$ cat src/rtl/riscv_pkg.sv
// Shared RV32I definitions for the pipeline front end.
//   NOP_INSTR      : canonical NOP (addi x0, x0, 0) loaded on flush/reset
//   OP_*           : base opcode constants
//   bht_ctr_t      : 2-bit saturating branch-history counter
//   ctr_next()     : saturating counter step toward the resolved outcome
package riscv_pkg;

  localparam logic [31:0] NOP_INSTR = 32'h0000_0013;

  localparam logic [6:0] OP_LOAD   = 7'b000_0011;
  localparam logic [6:0] OP_STORE  = 7'b010_0011;
  localparam logic [6:0] OP_BRANCH = 7'b110_0011;
  localparam logic [6:0] OP_JAL    = 7'b110_1111;
  localparam logic [6:0] OP_JALR   = 7'b110_0111;
  localparam logic [6:0] OP_OP_IMM = 7'b001_0011;
  localparam logic [6:0] OP_OP     = 7'b011_0011;
  localparam logic [6:0] OP_LUI    = 7'b011_0111;
  localparam logic [6:0] OP_AUIPC  = 7'b001_0111;

  typedef enum logic [1:0] {
    STRONG_NT = 2'b00,
    WEAK_NT   = 2'b01,
    WEAK_T    = 2'b10,
    STRONG_T  = 2'b11
  } bht_ctr_t;

  function automatic bht_ctr_t ctr_next(input bht_ctr_t c, input logic taken);
    bht_ctr_t r;
    r = c;
    if (taken) begin
      if (c != STRONG_T) r = bht_ctr_t'(c + 2'd1);
    end else begin
      if (c != STRONG_NT) r = bht_ctr_t'(c - 2'd1);
    end
    return r;
  endfunction

endpackage

$ cat src/rtl/branch_target_buffer.sv
// Direct-mapped BTB with 2-bit saturating counters.
//   clk, rst         : clock, synchronous active-high reset
//   lookup_pc        : fetch PC, looked up combinationally
//   pred_taken       : entry hit and counter in a taken state
//   pred_target      : stored target for lookup_pc's entry
//   upd_valid/taken  : resolved branch outcome from execute
//   upd_pc/target    : resolved branch PC and target
// Lookup reads the registered arrays, so a same-cycle update to the same
// entry is only visible to the following lookup.
module branch_target_buffer
  import riscv_pkg::*;
#(
  parameter int XLEN    = 32,
  parameter int ENTRIES = 16
) (
  input  logic            clk,
  input  logic            rst,
  input  logic [XLEN-1:0] lookup_pc,
  output logic            pred_taken,
  output logic [XLEN-1:0] pred_target,
  input  logic            upd_valid,
  input  logic            upd_taken,
  input  logic [XLEN-1:0] upd_pc,
  input  logic [XLEN-1:0] upd_target
);

  localparam int IDX  = $clog2(ENTRIES);
  localparam int TAGW = XLEN - IDX - 2;

  logic     [ENTRIES-1:0]           valid_q;
  logic     [ENTRIES-1:0][TAGW-1:0] tag_q;
  logic     [ENTRIES-1:0][XLEN-1:0] tgt_q;
  bht_ctr_t [ENTRIES-1:0]           ctr_q;

  logic [IDX-1:0]  li, ui;
  logic [TAGW-1:0] lt, ut;
  logic            lhit, uhit;

  assign li = lookup_pc[IDX+1:2];
  assign lt = lookup_pc[XLEN-1:IDX+2];
  assign ui = upd_pc[IDX+1:2];
  assign ut = upd_pc[XLEN-1:IDX+2];

  assign lhit        = valid_q[li] && (tag_q[li] == lt);
  assign uhit        = valid_q[ui] && (tag_q[ui] == ut);
  assign pred_taken  = lhit && (ctr_q[li] inside {WEAK_T, STRONG_T});
  assign pred_target = tgt_q[li];

  // Word-aligned PCs only: low two bits carry no information here.
  logic unused_lsbs;
  assign unused_lsbs = ^{lookup_pc[1:0], upd_pc[1:0], upd_target[1:0]};

  // Tag/target storage needs no reset: valid_q gates every use.
  always_ff @(posedge clk) begin
    if (rst) begin
      valid_q <= '0;
      for (int i = 0; i < ENTRIES; i++) ctr_q[i] <= WEAK_NT;
    end else if (upd_valid) begin
      valid_q[ui] <= 1'b1;
      tag_q[ui]   <= ut;
      tgt_q[ui]   <= {upd_target[XLEN-1:2], 2'b00};
      // A replaced entry starts weak in the direction just observed.
      ctr_q[ui]   <= uhit ? ctr_next(ctr_q[ui], upd_taken)
                          : (upd_taken ? WEAK_T : WEAK_NT);
    end
  end

endmodule

$ cat src/rtl/fetch_unit.sv
// RV32I instruction-fetch stage: PC register, imem address, F/D register.
//   clk, rst            : clock, synchronous active-high reset
//   pc_en, fd_en        : hazard-unit stall enables for PC and F/D
//   pcsrc, flush        : redirect to redirect_target / squash F/D
//   imem_addr/rdata     : combinational instruction memory port
//   d_instr, d_pc, d_pc_plus4, d_pred_taken, d_valid : F/D register
//   upd_*               : branch resolution feedback for the BTB
// Optional: define BRANCH_PREDICT_EN to instantiate the BTB; otherwise
// fetch is static predict-not-taken and upd_* are ignored.
module fetch_unit
  import riscv_pkg::*;
#(
  parameter logic [31:0] RESET_PC    = 32'h0000_0000,
  parameter int          BTB_ENTRIES = 16,
  parameter int          XLEN        = 32
) (
  input  logic            clk,
  input  logic            rst,
  input  logic            pc_en,
  input  logic            fd_en,
  input  logic            pcsrc,
  input  logic            flush,
  input  logic [XLEN-1:0] redirect_target,
  output logic [XLEN-1:0] imem_addr,
  input  logic [31:0]     imem_rdata,
  output logic [31:0]     d_instr,
  output logic [XLEN-1:0] d_pc,
  output logic [XLEN-1:0] d_pc_plus4,
  output logic            d_pred_taken,
  output logic            d_valid,
  input  logic            upd_valid,
  input  logic            upd_taken,
  input  logic [XLEN-1:0] upd_pc,
  input  logic [XLEN-1:0] upd_target
);

  logic [XLEN-1:0] pc, pc_plus4, pred_target;
  logic            pred_taken;

  assign imem_addr = pc;
  assign pc_plus4  = pc + XLEN'(4);

`ifdef BRANCH_PREDICT_EN
  branch_target_buffer #(
    .XLEN   (XLEN),
    .ENTRIES(BTB_ENTRIES)
  ) u_btb (
    .clk        (clk),
    .rst        (rst),
    .lookup_pc  (pc),
    .pred_taken (pred_taken),
    .pred_target(pred_target),
    .upd_valid  (upd_valid),
    .upd_taken  (upd_taken),
    .upd_pc     (upd_pc),
    .upd_target (upd_target)
  );
`else
  assign pred_taken  = 1'b0;
  assign pred_target = '0;
  logic unused_upd;
  assign unused_upd = ^{upd_valid, upd_taken, upd_pc, upd_target};
`endif

  // Redirect outranks the stall: a resolved branch must land even while
  // the hazard unit is holding the front end.
  always_ff @(posedge clk) begin
    if (rst)         pc <= XLEN'(RESET_PC);
    else if (pcsrc)  pc <= {redirect_target[XLEN-1:2], 2'b00};
    else if (pc_en)  pc <= pred_taken ? pred_target : pc_plus4;
  end

  always_ff @(posedge clk) begin
    if (rst || flush) begin
      d_instr      <= NOP_INSTR;
      d_valid      <= 1'b0;
      d_pred_taken <= 1'b0;
      if (rst) begin
        d_pc       <= '0;
        d_pc_plus4 <= '0;
      end
    end else if (fd_en) begin
      d_instr      <= imem_rdata;
      d_pc         <= pc;
      d_pc_plus4   <= pc_plus4;
      d_pred_taken <= pred_taken;
      d_valid      <= 1'b1;
    end
  end

endmodule
$ cat config.mk
export PLATFORM = sky130hd
export DESIGN_NAME = fetch_unit
export DESIGN_NICKNAME = d
export VERILOG_FILES = /design/src/rtl/riscv_pkg.sv /design/src/rtl/branch_target_buffer.sv /design/src/rtl/fetch_unit.sv
export SDC_FILE = /design/constraint.sdc
export NUM_CORES = 1
export LEC_CHECK = 0
export CORE_MARGIN = 1
export CORE_UTILIZATION = 40
export DETAILED_ROUTE_END_ITERATION = 8
export GPL_ROUTABILITY_DRIVEN = 0
export PLACE_DENSITY = 0.87
export SYNTH_ARGS = -nofsm -noshare
export SYNTH_HDL_FRONTEND = slang
export SYNTH_HIERARCHICAL = 1
export SYNTH_SLANG_ARGS = --single-unit
$ cat constraint.sdc
create_clock -name clk -period 3 [get_ports clk]
set_input_delay 0.3 -clock clk [delete_from_list [all_inputs] [get_ports clk]]
set_output_delay 0.3 -clock clk [all_outputs]
set_load 0.01 [all_outputs]
=== After elaboration in Yosys (flattened, before gate mapping) ===
Index checks and enable logic that the tools add are counted.

* Output and inout port bits: 130
* Bits of input ports: 136
* Register bits after elaboration: 129

* Reductions and logical operators: 5
* Add/sub/neg operators: 1
* Equal/unequal tests: 1
* Mux-type cells: 7

{| class="wikitable"
|+ Operator list
! operator !! count
|-
| 2-to-1 mux 32 bit || 7
|-
| adder 32 x 3 -> 32 bit (second input constant) || 1
|-
| nonzero test 2 bit || 2
|-
| != test 2 bit (second input constant) || 1
|-
| AND reduction 2 bit || 1
|-
| OR reduction 2 bit || 1
|-
| logical OR 1 bit || 1
|}

=== Logic depth before layout (Yosys ltp) ===
* Depth in word-level cells: 3
* Mapped depth: 7
* Gate-level depth less buffers: 5

=== Least setup slack after synthesis ===
OpenSTA, ideal clock, no wires.

* Path type: input to register
* Start point: input fd_en
* End point: register d_pc[10] (enable)
* Stages on the path: 3
* Buffers on the path: 2
* Setup slack: 227 ps
* Data arrival time: 2357 ps
* Cells stage by stage: clkbuf_1 > clkbuf_1 > a21o_1

* Word-level cells in the longest chain between the ends: 2

{| class="wikitable"
|+ RTL lines
! element !! RTL line !! text
|-
| start, declared || fetch_unit.sv:20 || <nowiki>input logic fd_en,</nowiki>
|-
| nonzero test 2 bit (no source line) || - ||
|-
| AND reduction 2 bit (no source line) || - ||
|-
| end signal, assigned || fetch_unit.sv:84 || <nowiki>d_pc <= pc;</nowiki>
|-
| end, declared || fetch_unit.sv:27 || <nowiki>output logic [XLEN-1:0] d_pc,</nowiki>
|}

Every way passes these cells.
A chain may end at the register's enable or synchronous reset.

=== Final worst setup path ===
* Start point: register pc[3] (netlist: imem_addr[3])
* End point: register pc[28] (netlist: imem_addr[28])

* Word-level cells in the longest chain between the ends: 3

{| class="wikitable"
|+ RTL lines
! element !! RTL line !! text
|-
| start, declared || fetch_unit.sv:37 || <nowiki>logic [XLEN-1:0] pc, pc_plus4, pred_target;</nowiki>
|-
| start signal, assigned || fetch_unit.sv:68 || <nowiki>if (rst) pc <= XLEN'(RESET_PC);</nowiki>
|-
| start signal, assigned || fetch_unit.sv:69 || <nowiki>else if (pcsrc) pc <= {redirect_target[XLEN-1:2], 2'b00};</nowiki>
|-
| start signal, assigned || fetch_unit.sv:70 || <nowiki>else if (pc_en) pc <= pred_taken ? pred_target : pc_plus4;</nowiki>
|-
| adder 32 x 3 -> 32 bit || fetch_unit.sv:41 || <nowiki>assign pc_plus4 = pc + XLEN'(4);</nowiki>
|-
| 2-to-1 mux 32 bit || fetch_unit.sv:70 ||
|-
| 2-to-1 mux 32 bit || fetch_unit.sv:69 ||
|}

Every way passes these cells. The select of a mux whose other input is x is not followed.

==> impl_metrics.py <==
metrics = {
    "outcome": {
        "outcome": "completed",
    },
    "timing": {
        "slew_viol_final": 0,
        "finalHoldViolations": 0,
        "max_freq_mhz": 412,
        "finClkSkew_ns": 0.0111,
        "fin_crit_sh": 0.809,
        "tightest_slew_ns": 0.673,
        "setup_viol": 0,
        "slew_headroom": 0.550,
        "period_minus_slack_ns": 2.43,
        "rsz0062_at_grt": "false",
        "finalSetupTns_ns": 0,
    },
    "placed_design": {
        "portBuffers": 190,
        "place_hpwl_um": 11600,
        "placed_cell_area_um2": 7670,
    },
    "critical_path": {
        "crit_path_end_kind": "register",
        "required_ns": 3.33,
        "start_kind": "register",
        "slowest_stage": "or4_1",
        "path_max_fanout": 8,
        "path_cells": "ha_1, and4_1, nand4_1, or4_1, a311oi_1",
        "slowest_delay_ns": 0.59,
        "setup.worst_path.class": "reg2reg",
        "crit_arrival_ns": 2.75,
    },
    "cts": {
        "post_cts.repair.setup_buffers": 0,
        "cts_sinks": 123,
        "holdBufCountCts": 0,
        "htreeDepth": 4,
        "cts_resized": 0,
        "clkTransAtPathRegs_ns": 0.05,
        "cts_tree": "yes",
        "clockBufferDepth": 2,
        "numCtsBuffers": 17,
        "root_buffer": "clkbuf_16",
        "clock_latency_ns": 0.42,
    },
    "synthesis": {
        "ys_seq_area_frac": 0.545,
        "synth_area_per_cell_um2": 10.3,
        "synth-async-reset-ratio": 0,
        "yosys_warnings": 6,
        "syn_inst": 548,
        "ys_ff_latch": 123,
        "ys_types": 45,
        "synth-main-ff-cell": "dfxtp_1",
        "synth_edf_count": 60,
        "syn_area_um2": 5620,
    },
    "cells_and_area": {
        "layout-area-overhead-vs-synth_pct": 46.9,
        "final_util": 0.614,
        "fin_area_um2": 8260,
        "layout_common_cells": "clkdlybuf4s50_1 (189), nor2_1 (74), dfxtp_1 (63)",
        "nets": 867,
        "drive_above_1_share": 0.0754,
        "final_common_cell": "clkdlybuf4s50_1",
    },
    "job": {
        "cap_violations": 0,
    },
    "global_routing": {
        "grt.total_usage": 0.229,
        "grt_max_degree": 36,
        "antenna_found_initial": 0,
        "grt_pass1_wl_um": 24900,
        "first_global_vias": 4670,
        "grt-ovfl-total": 0,
    },
    "die": {
        "dieArea_um2": 14500,
        "num_rows": 42,
        "fp.dieH_um": 121,
        "core-area_um2": 13500,
        "die_x_um": 121,
        "pin_count": 266,
        "initial_utilization": 0.418,
    },
    "pwr": {
        "cellPowerDensity_nw_per_um2": 550,
        "power_leakage_uw": 0.00298,
        "finalPower_uw": 4540,
        "ir_worst_vdd_uv": 310,
    },
    "routing": {
        "postRouteAntennaNets": 0,
        "drt_iter0_drc": 293,
        "route.detailed.drc": 0,
        "vias": 4957,
        "vias_per_cell": 5.39,
        "wl_per_cell_um": 17.5,
        "finalWirelength_um": 16100,
        "dr.pass1.iters": 5,
    },
    "worst_hold_path": {
        "hold_class": "in2reg",
    },
}
power breakdown:
| part | leakage, uW | total [uW] | internal [uW] | switching (uW) |
|---|---|---|---|---|
| Combinational | 0.00154 | 562 | 313 | 249 |
| Sequential | 0.00116 | 1950 | 1860 | 83.0 |
| Clock | 0.000286 | 2030 | 1340 | 693 |
kinds of logic after synthesis:
logic type,after synthesis,share of synthesized area
flip-flops,123,0.545
adder cells (fa/ha/maj),1,0.00222
buffers and inverters,62,0.0487
AO/OA/AOI/OAI,83,0.0970
other,1,0.000667
XOR/XNOR,22,0.0343
AND/OR/NAND/NOR,221,0.210
multiplexers,35,0.0625
worst max-delay path: cells and delay by family, from the launching register on:
family	cells	cell delay, ns
adders and majority gates	1	0.35
AOI/OAI and AO/OA	1	0.26
DFF	1	0.47
and+or+nand+nor	3	1.28
routing by layer:
metal	GRT usage	up-vias	share of wire
met2	0.371	269	0.47
met3	0.0797	41	0.096
met5	0	-	0
met4	0.113	0	0.031
met1	0.269	2301	0.40
li1	-	2346	-
synthesized netlist by cell type (2+ instances only):
master	count	area, um^2
o211ai_1	4	30.0
a211oi_1	9	67.6
edfxtp_1	60	1800
or3_1	14	87.6
and3_1	3	18.8
or3_2	3	22.5
nand4_1	16	100
nand2_1	24	90.1
o21a_1	2	15.0
mux2i_1	34	340
nor3b_1	3	22.5
nor2_1	75	282
nand3_1	19	95.1
nor4_1	3	18.8
xor2_1	13	114
inv_1	11	41.3
buf_2	12	60.1
dfxtp_1	63	1260
buf_4	7	52.6
and4_1	7	61.3
o21ai_0	16	80.1
and2_1	31	194
clkbuf_1	27	101
nor4b_1	2	17.5
buf_1	5	18.8
o31ai_1	11	82.6
or4_1	13	97.6
xnor2_1	9	78.8
a21oi_1	23	115
a311oi_1	11	96.3
nor3_1	2	10.0
a2111oi_0	3	26.3
final cells by class:
type / instances / area (um^2)
Multi-Input combinational cell: 369 / 2310
Timing Repair Buffer: 208 / 2030
Sequential cell: 123 / 3060
Antenna cell: 1 / 2.50
Clock inverter: 8 / 116
Tap cell: 176 / 220
Inverter: 11 / 41.3
Fill cell: 1110 / 5190
Clock buffer: 24 / 472
sequential cells by signal (all words and copies together) (netlist names):
name	flops
d_instr	32
d_pc	30
imem_addr	30
d_valid	1
d_pc_plus4	30
stage by stage:
step | cells | hold slack [ns] | setup WS [ns]
floorplan | 554 | 0.429 | 0.227
global placement | 887 | 0.454 | 0.653
detailed placement | 887 | 0.459 | 0.637
CTS | 919 | 0.428 | 0.590
global route | 919 | 0.444 | 0.322
finish | 920 | 0.445 | 0.574
path summary, 6_finish.rpt:
| kind | start | to | slack (ns) | cells past startpoint |
|---|---|---|---|---|
| max | imem_addr[3] | imem_addr[28] | 0.57 | 5 |
| min | redirect_target[4] | imem_addr[4] | 0.45 | 3 |
| max reg2reg | imem_addr[3] | imem_addr[28] | 0.57 | 5 |
| min reg2reg | d_valid | d_valid | 0.47 | 2 |
Power figures use the tool's default switching activity.
